**src/rtl/button_led_ctrl.sv**
```systemverilog
// Debounced push-button front end driving an LED pattern register.
// Each active-low button is synchronised and debounced into a one-cycle press strobe.
module button_led_ctrl #(
  parameter int NUM_BTN        = 2,
  parameter int LED_WIDTH      = 3,
  parameter int DEBOUNCE       = 4,
  parameter bit LED_ACTIVE_LOW = 1'b1
) (
  input  logic                 clk,
  input  logic                 rst,
  input  logic [NUM_BTN-1:0]   button,
  input  logic [1:0]           mode,
  output logic [NUM_BTN-1:0]   press,
  output logic [LED_WIDTH-1:0] led
);

  typedef enum logic [1:0] {
    MODE_COUNT  = 2'b00,
    MODE_ROTATE = 2'b01,
    MODE_TOGGLE = 2'b10,
    MODE_HOLD   = 2'b11
  } mode_e;

  localparam int CNT_W = (DEBOUNCE > 2) ? $clog2(DEBOUNCE) : 1;
  localparam logic [CNT_W-1:0] CNT_LAST = CNT_W'(DEBOUNCE - 1);
  localparam int TOG_N = (NUM_BTN < LED_WIDTH) ? NUM_BTN : LED_WIDTH;
  localparam logic [LED_WIDTH-1:0] ONE = LED_WIDTH'(1);
  localparam logic [LED_WIDTH-1:0] LED_XOR = LED_ACTIVE_LOW ? '1 : '0;

  logic [NUM_BTN-1:0]   sync1_q, sync2_q;
  logic [NUM_BTN-1:0]   stable_q, stable_d;
  logic [NUM_BTN-1:0]   stableDly_q;
  logic [NUM_BTN-1:0]   press_q, press_d;
  logic [CNT_W-1:0]     cnt_q [NUM_BTN];
  logic [CNT_W-1:0]     cnt_d [NUM_BTN];
  logic [LED_WIDTH-1:0] pattern_q, pattern_d;
  logic [LED_WIDTH-1:0] led_q;
  logic                 oneHot;
  mode_e                modeSel;

  // The window closes on the edge where the count would reach DEBOUNCE,
  // so stable flips and the counter clears in the same cycle.
  always_comb begin
    stable_d = stable_q;
    for (int k = 0; k < NUM_BTN; k++) begin
      cnt_d[k] = '0;
      if (sync2_q[k] != stable_q[k]) begin
        if (cnt_q[k] == CNT_LAST) begin
          stable_d[k] = sync2_q[k];
        end else begin
          cnt_d[k] = cnt_q[k] + CNT_W'(1);
        end
      end
    end
  end

  assign press_d = stableDly_q & ~stable_q;
  assign oneHot  = (pattern_q != '0) && ((pattern_q & (pattern_q - ONE)) == '0);
  assign modeSel = mode_e'(mode);

  always_comb begin
    pattern_d = pattern_q;
    case (modeSel)
      MODE_COUNT: begin
        if (press_q[0] && !press_q[1]) begin
          pattern_d = pattern_q + ONE;
        end else if (press_q[1] && !press_q[0]) begin
          pattern_d = pattern_q - ONE;
        end
      end
      MODE_ROTATE: begin
        // A corrupted (non one-hot) pattern is re-seeded rather than rotated.
        if (press_q[0] != press_q[1]) begin
          if (!oneHot) begin
            pattern_d = ONE;
          end else if (press_q[0]) begin
            pattern_d = {pattern_q[LED_WIDTH-2:0], pattern_q[LED_WIDTH-1]};
          end else begin
            pattern_d = {pattern_q[0], pattern_q[LED_WIDTH-1:1]};
          end
        end
      end
      MODE_TOGGLE: begin
        for (int k = 0; k < TOG_N; k++) begin
          if (press_q[k]) begin
            pattern_d[k] = ~pattern_q[k];
          end
        end
      end
      default: pattern_d = pattern_q;
    endcase
  end

  always_ff @(posedge clk or posedge rst) begin
    if (rst) begin
      sync1_q     <= '1;
      sync2_q     <= '1;
      stable_q    <= '1;
      stableDly_q <= '1;
      press_q     <= '0;
      cnt_q       <= '{default: '0};
      pattern_q   <= '0;
      led_q       <= LED_XOR;
    end else begin
      sync1_q     <= button;
      sync2_q     <= sync1_q;
      stable_q    <= stable_d;
      stableDly_q <= stable_q;
      press_q     <= press_d;
      cnt_q       <= cnt_d;
      pattern_q   <= pattern_d;
      led_q       <= pattern_d ^ LED_XOR;
    end
  end

  assign press = press_q;
  assign led   = led_q;

endmodule

```
**config.mk**
```make
export PLATFORM = sky130hd
export DESIGN_NAME = button_led_ctrl
export DESIGN_NICKNAME = d
export VERILOG_FILES = /design/src/rtl/button_led_ctrl.sv
export SDC_FILE = /design/constraint.sdc
export NUM_CORES = 1
export LEC_CHECK = 0
export ABC_AREA = 1
export CAP_MARGIN = 10
export CORE_UTILIZATION = 54
export DETAILED_ROUTE_END_ITERATION = 7
export MAX_ROUTING_LAYER = met4
export PLACE_DENSITY = 0.87
export SETUP_SLACK_MARGIN = 0.4
export SLEW_MARGIN = 30
export SYNTH_ARGS = -nofsm -noshare
export SYNTH_HDL_FRONTEND = slang
export SYNTH_SLANG_ARGS = --single-unit
```
**constraint.sdc**
```tcl
create_clock -name clk -period 1.7 [get_ports clk]
set_input_delay 0.255 -clock clk [delete_from_list [all_inputs] [get_ports clk]]
set_output_delay 0.255 -clock clk [all_outputs]
set_load 0.02 [all_outputs]
```
Word level (Yosys, flattened, before mapping)

Index checks and enable logic that the tools add are counted.

ROM bits: 0
Output and inout bits: 5
Latch bits: 0
Bits in registers: 20
Bits of input ports: 6
Memories: 0
Bits in writable memories: 0

Reductions and logical operators: 10
Order comparisons: 0
Shift-type cells: 0
Eq/ne operators: 7
Multiply operators: 0
Bitwise gates (word level): 6
$add $sub $neg: 4
Div/mod/pow operators: 0
Mux-type cells: 13

Operator list:

| cell                | number |
|---|---|
| $mux 3              | 5 |
| $mux 2              | 4 |
| $eq 2x2->1 const B  | 3 |
| $pmux 2 s3          | 1 |
| $add 2x1->2 const B | 2 |
| $reduce_and 2->1    | 2 |
| $add 3x1->3 const B | 1 |
| $and 3x3->3         | 1 |
| $logic_and 1x1->1   | 3 |
| $logic_not 3->1     | 1 |
| $ne 1x1->1          | 3 |
| $not 3->3           | 1 |
| $reduce_bool 3->1   | 1 |
| $sub 3x1->3 const B | 1 |
| $and 2x2->2         | 1 |
| $eq 2x1->1 const B  | 1 |
| $logic_not 1->1     | 2 |
| $logic_not 2->1     | 1 |
| $mux 1              | 2 |
| $not 1->1           | 2 |
| $not 2->2           | 1 |
| $pmux 1 s2          | 1 |

Longest topological paths before layout

Gate-level depths: netlist (run 1).

Depth after elaboration: 8
Mapped depth: 12
Depth with buffers taken out: 12

Worst setup path after synthesis (run 1)

OpenSTA, ideal clock, no wires.

Path type: reg2reg
Start: register with a tool-made name
End: register with a tool-made name
Slack: 0.249 ns
Required time: 1.576 ns
Stages on the path, launching flop included: 11
Data arrival time: 1.326 ns
Buffers on the path: 0
Period minus slack after synthesis: 1.451 ns
Cells stage by stage: dfrtp_1 -> inv_1 -> ha_1 -> inv_1 -> ha_1 -> inv_1 -> nand2_1 -> nor2_1 -> nand3_1 -> nand2_1 -> nand3_1

Final worst setup path (run 1)

Start: register press_q[1], in the netlist press[1]
End: register led_q[0], in the netlist led[0]

Cells in the longest elaborated chain, start to end: 5

RTL lines:

| element                                                     | RTL line | source |
|---|---|---|
| start, declared                                             | 33       | `logic [NUM_BTN-1:0] press_q, press_d;` |
| start signal, assigned                                      | 109      | `press_q <= press_d;` |
| $logic_and 1x1->1 / $logic_not 1->1 (equally long branches) | 67, 65   |  |
| $mux 3 / $logic_and 1x1->1 (equally long branches)          | 67, 65   |  |
| $mux 3                                                      | 65       | `if (press_q[0] && !press_q[1]) begin` |
| $pmux 2 s3 *                                                | 63       | `case (modeSel)` |
| $not 3->3 (no line) *                                       | -        |  |
| end signal, assigned                                        | 112      | `led_q <= pattern_d ^ LED_XOR;` |
| end, declared                                               | 37       | `logic [LED_WIDTH-1:0] led_q;` |

Mark *: on every way between the ends. The rest lies on a longest branch, timed or not.
A chain may end at the register's enable or synchronous reset.

==> results of run 1 <==
cell families (layout without fill, tap and decap cells):
kind of cell    Yosys count  count (layout)
xor+xnor                  2               2
flops                    20              20
buf+inv                  24              47
simple gates             61              61
mux                       2               2
fa+ha+maj                 8               8
compound gates            9               9
stage by stage:
stage | std cells | utilization | area, um^2
after global routing | 174 | 0.770 | 1360
final | 174 | 0.770 | 1360
after floorplan | 126 | - | 1050
after global placement | 164 | 0.683 | 1200
after detailed placement | 164 | 0.683 | 1200
after CTS | 173 | 0.752 | 1330
final timing paths:
| path | endpoint | slack [ns] | cells past startpoint |
|---|---|---|---|
| max in group asynchronous | sync1_q[1] | 1.17 | 3 |
| min in group clk | sync2_q[1] | 0.35 | 0 |
| setup reg to reg | led[0] | 0.19 | 7 |
| hold / removal | asynchronous set/reset pin | 0.26 | 3 |
| setup / recovery | led[0] | 0.19 | 7 |
| hold reg to reg | sync2_q[1] | 0.35 | 0 |
layer usage:
| metal | vias to the layer above | global-route usage |
|---|---|---|
| li1 | 431 | - |
| met3 | 6 | 0.0794 |
| met2 | 34 | 0.375 |
| met1 | 411 | 0.313 |
| met5 | - | - |
| met4 | 0 | 0.0941 |
power by group:
group          switching [uW]  internal (uW)
Combinational             866            659
Sequential                144            722
Clock                     137           91.6
Total                    1150           1470
cell usage in the layout (no fill, tap or decap), drive strengths merged:
cell type / count
a21oi: 4
buf: 12
clkbuf: 6
clkdlybuf4s50: 5
dfrtp: 9
dfstp: 11
ha: 8
inv: 24
mux2: 2
nand2: 33
nand3: 9
nand3b: 1
nor2: 15
nor2b: 1
nor3: 2
o21ai: 5
xnor2: 2
worst reg2reg max path, cell delays in order, from the launching register on:
cell	delay, ns
dfrtp_1	0.45
buf_4	0.17
ha_4	0.17
o21ai_0	0.29
nand3_2	0.13
nor2b_1	0.15
nand2_1	0.05
nand2_1	0.04
final cells by class:
| type | instances | area [um^2] |
|---|---|---|
| Clock buffer | 4 | 26.3 |
| Fill cell | 126 | 405 |
| Inverter | 24 | 90.1 |
| Multi-Input combinational cell | 82 | 543 |
| Sequential cell | 20 | 515 |
| Tap cell | 25 | 31.3 |
| Timing Repair Buffer | 19 | 153 |
repair_timing:
action / in CTS / in global routing
setup endpoints to repair: 11 / 9
resized for setup: 29 / 19
cloned: 0 / 0
pin swaps: 9 / 10
buffers inserted: 5 / 1
==> metrics.yaml, run 1 <==
run_status:
  status: "finished, final reports clean"
worst_setup_path:
  cp_common_cell: "nand2_1"
  end_kind: "flip-flop"
  crit_type: "flip-flop to flip-flop"
  crit_chain: "buf_4 > ha_4 > o21ai_0 > nand3_2 > nor2b_1 > nand2_1 > nand2_1"
  cp_slowest_cell: "dfrtp_1"
  startpoint: "press[1]"
  cp_max_fo: 5
  rr_startpoint: "press[1]"
  worstPathRequired_ns: 1.95
  worstPathArrival_ns: 1.76
  cp-start-kind: "flip-flop"
  worst-path-buf-inv: 1
  slowest_delay_ns: 0.45
  worst_path_dominant_cell_family: "flip-flops"
die:
  die_y_um: 46.0
  start_util: 0.594
  num_io_pins: 11
  core-area_um2: 1760
  die-width_um: 46.0
  num_rows: 15
  dieArea_um2: 2120
drt:
  vias: 882
  wl_per_cell_um: 13.5
  highest_layer: "met4"
  post-route-drc-count: 0
  vias_per_cell: 5.07
  wl_met2_mm: 1.18
  drt_iter0_markers: 35
  met3_length_um: 158
  dr.pass1.iters: 5
  wirelength_mm: 2.34
  antenna_left: 0
  wl_met1_um: 982
synth:
  synth-edff-count: 0
  ys_seq_elements: 20
  synth-adder-area-share: 0.0956
  yosys_warnings: 0
  synthXorXnorAreaFrac: 0.0167
  yosysUniqueCellTypes: 17
  yosysTopAreaCell: "dfstp_2"
  yosysMostFrequentCell: "nand2_1"
  synth_area_per_cell_um2: 8.31
  synth_compound_area_frac: 0.0466
  seq_area_frac_synth: 0.491
  synthFlopType: "dfstp_2"
  yosys-top-cells-count: "nand2_1, inv_1, nor2_1, dfstp_2"
  muxShareOfSynthArea: 0.0215
  syn_inst: 126
  synth_top_family_by_area: "simple AND/OR/NAND/NOR gates"
  synth_top_area_frac: 0.276
  synth_area_leaders: "dfstp_2, dfrtp_1, nand2_1, ha_1, inv_1"
  syn-num-nets: 140
  yosys.area_share.simple: 0.243
  async_flop_share: 1.00
  syn-cell-area_um2: 1050
sta:
  tightest_slew_ns: 0.306
  rsz0062_at_grt: "true"
  skew_ns: 0.00778
  max_freq_mhz: 661
  period_needed_ns: 1.51
  slew_viol_final: 0
  fin_crit_sh: 0.891
  relSlewSlack: 0.794
  hold_viol: 0
  hold_ws_ns: 0.263
  setup_ws_ns: 0.186
  setup_viol: 0
  setup_tns_ns: 0
place:
  numPortBuffers: 10
  gp_congestion: 0.884
  hpwl_mm: 1.47
  preCtsSetupSlack_ns: 0.215
global_routing:
  grt_overflow: 0
  grt_usage: 0.250
  grt_pass1_vias: 777
  grt_pass1_wl_mm: 3.47
  grt_max_degree: 21
  antenna_found_initial: 0
clock_tree:
  clock-root-buffer: "clkbuf_4"
  clk-insertion-delay-late_ns: 0.30
  h-tree-depth: 1
  cts_sinks: 20
  ctsHoldBuffers: 0
  cts_buffers: 3
  clk_path_buf_depth: 2
  cts_tree: "yes"
  clkSlewWorstSetupHoldPaths_ns: 0.10
cells_and_area:
  layout.nets: 164
  area_growth_pct: 29.7
  diodes: 0
  drive_above_1_share: 0.396
hold_path:
  hold_path.class: "input pin to asynchronous set/reset pin"
pwr:
  power_leakage_uw: 0.000676
  max-vdd-ir-drop_v: 0.00148
  powerDensity_nw_per_um2: 1930
  p_total_uw: 2620
job:
  drv_cap: 0
Power figures use the tool's default switching activity.
==> inputs of run 2 (changes only) <==
--- a/config.mk
+++ b/config.mk
@@ -7,7 +7,9 @@
 export LEC_CHECK = 0
 export ABC_AREA = 1
 export CAP_MARGIN = 10
+export CORE_ASPECT_RATIO = 0.7
 export CORE_UTILIZATION = 54
+export CTS_CLUSTER_DIAMETER = 40
 export DETAILED_ROUTE_END_ITERATION = 7
 export MAX_ROUTING_LAYER = met4
 export PLACE_DENSITY = 0.87
==> metrics.yaml, run 2 (synthesized netlist as in run 1, its figures left out) <==
drt:
  vias_per_cell: 5.60  # was 5.07
  dr.pass1.iters: 4  # was 5
  vias: 974  # was 882
  drt_iter0_markers: 48  # was 35
  antenna_left: 0  # unchanged
  post-route-drc-count: 0  # unchanged
  wirelength_mm: 2.86  # was 2.34 mm
  wl_per_cell_um: 16.4  # was 13.5 um
sta:
  setup_viol: 0  # unchanged
  max_freq_mhz: 677  # was 661 MHz
  fin_crit_sh: 0.869  # was 0.891
  period_needed_ns: 1.48  # was 1.51 ns
  relSlewSlack: 0.798  # was 0.794
  slew_viol_final: 0  # unchanged
  hold_viol: 0  # unchanged
  hold_ws_ns: 0.268  # was 0.263 ns
  skew_ns: 0.00335  # was 0.00778 ns
  rsz0062_at_grt: "true"  # unchanged
  tightest_slew_ns: 0.302  # was 0.306 ns
  setup_tns_ns: 0  # unchanged
cells_and_area:
  diodes: 0  # unchanged
  area_growth_pct: 35.0  # was 29.7%
  fin_util: 0.833  # was 0.770
  layout_common_cells: "nand2_1, inv_1, nor2_1, dfstp_2, buf_4"  # was nand2_1, inv_1, nor2_1, dfstp_2
  nFillCells: 78  # was 126
  layout.nets: 168  # was 164
  layout_commonest_cell: "nand2_1"  # unchanged
  drive_above_1_share: 0.431  # was 0.396
worst_setup_path:
  crit_chain: "inv_4 > ha_4 > inv_4 > ha_4 > inv_2 > nand2_2 > nor2_4 > nand2_1 > nand2_1 > nand2_1 > nand2_1 > nor2_1"  # was buf_4 > ha_4 > o21ai_0 > nand3_2 > nor2b_1 > nand2_1 > nand2_1
  cp_slowest_cell: "dfrtp_2"  # was dfrtp_1
  cp_max_fo: 3  # was 5
  worstPathRequired_ns: 1.95  # about the same
  worstPathArrival_ns: 1.73  # was 1.76 ns
  cp-start-kind: "flip-flop"  # unchanged
  r2r_cells: 12  # was 7
  slowest_delay_ns: 0.45  # about the same
  crit_type: "flip-flop to flip-flop"  # unchanged
  cp_common_cell: "nand2_1"  # unchanged
  end_kind: "flip-flop"  # unchanged
place:
  numPortBuffers: 10  # unchanged
  hpwl_mm: 1.56  # was 1.47 mm
  gp_congestion: 0.949  # was 0.884
clock_tree:
  clkSlewWorstSetupHoldPaths_ns: 0.11  # was 0.10 ns
  cts_buffers: 3  # unchanged
  cts_tree: "yes"  # unchanged
  clk_path_buf_depth: 2  # unchanged
  h-tree-depth: 1  # unchanged
  cts_sinks: 20  # unchanged
  clk-insertion-delay-late_ns: 0.31  # was 0.30 ns
  clock-root-buffer: "clkbuf_4"  # unchanged
pwr:
  power_leakage_uw: 0.000709  # was 0.000676 uW
  powerDensity_nw_per_um2: 2020  # was 1930 nW/um^2
  p_total_uw: 2860  # was 2620 uW
  max-vdd-ir-drop_v: 0.00155  # was 0.00148 V
die:
  die_y_um: 38.8  # was 46.0 um
  start_util: 0.617  # was 0.594
  die-width_um: 54.6  # was 46.0 um
  num_rows: 12  # was 15
  core-area_um2: 1700  # was 1760 um^2
  dieArea_um2: 2120  # about the same
  num_io_pins: 11  # unchanged
global_routing:
  grt_pass1_wl_mm: 4.29  # was 3.47 mm
  antenna_found_initial: 0  # unchanged
  grt_max_degree: 21  # unchanged
  grt_overflow: 0  # unchanged
  grt_pass1_vias: 994  # was 777
  grt_usage: 0.320  # was 0.250
hold_path:
  hold_path.class: "input pin to asynchronous set/reset pin"  # unchanged
job:
  drv_cap: 0  # unchanged
run_status:
  status: "finished, final reports clean"  # unchanged
run 2: cell types whose count changed in the layout (fill, tap and decap cells not counted), moves of 2 or more:
cell     change
o21ai_1      -2
inv_4        +2
buf_4        +2
inv_2        -2
run 2: through the flow:
step | area [um^2] | setup slack [ns] | std cells
6_report | 1410 | 0.222 | 174
5_1_grt | 1410 | 0.178 | 174
4_1_cts | 1350 | 0.288 | 171
3_5_place_dp | 1200 | 0.179 | 160
3_3_place_gp | 1200 | 0.250 | 160
2_1_floorplan | 1050 | 0.337 | 126
run 2: path summary, 6_finish.rpt:
kind                               to  slack [ns]
min                          press[1]        0.27
min reg2reg                sync2_q[1]        0.36
max reg2reg                    led[1]        0.22
max                            led[1]        0.22
min in group clk           sync1_q[0]        0.33
max in group asynchronous      led[2]        1.17
run 2: per-layer routing:
layer | wire (um) | track usage | share of wire
met5 | 0 | - | 0
met1 | 1160 | 0.329 | 0.41
met3 | 249 | 0.0902 | 0.087
met2 | 1380 | 0.554 | 0.48
met4 | 72 | 0.173 | 0.025
run 2: cell type report:
class / instances / area [um^2] / area share
multi-input cells: 82 / 549 / 0.388
flip-flops and latches: 20 / 517 / 0.365
repair buffers: 23 / 190 / 0.135
inverters: 24 / 95.1 / 0.0673
clock buffers: 4 / 36.3 / 0.0257
well taps: 21 / 26.3 / 0.0186
run 2: power breakdown:
| group | total, uW | internal, uW | switching [uW] |
|---|---|---|---|
| clock network | 281 | 131 | 149 |
| logic | 1700 | 730 | 966 |
| registers | 886 | 725 | 161 |
run 2: what timing repair did:
item | in CTS | in global routing
gates resized for setup | 36 | 15
hold buffers | 0 | 0
pin swaps | 6 | 12
hold endpoints to repair | 0 | 0
setup buffers | 7 | 3
endpoints found under the setup margin | 11 | 7
run 2: worst max-delay path, delay by kind of cell (launching register included):
kind	cells	cell delay, ns
adders and majority gates	2	0.28
buffers and inverters	3	0.17
DFF	1	0.45
and+or+nand+nor	7	0.51
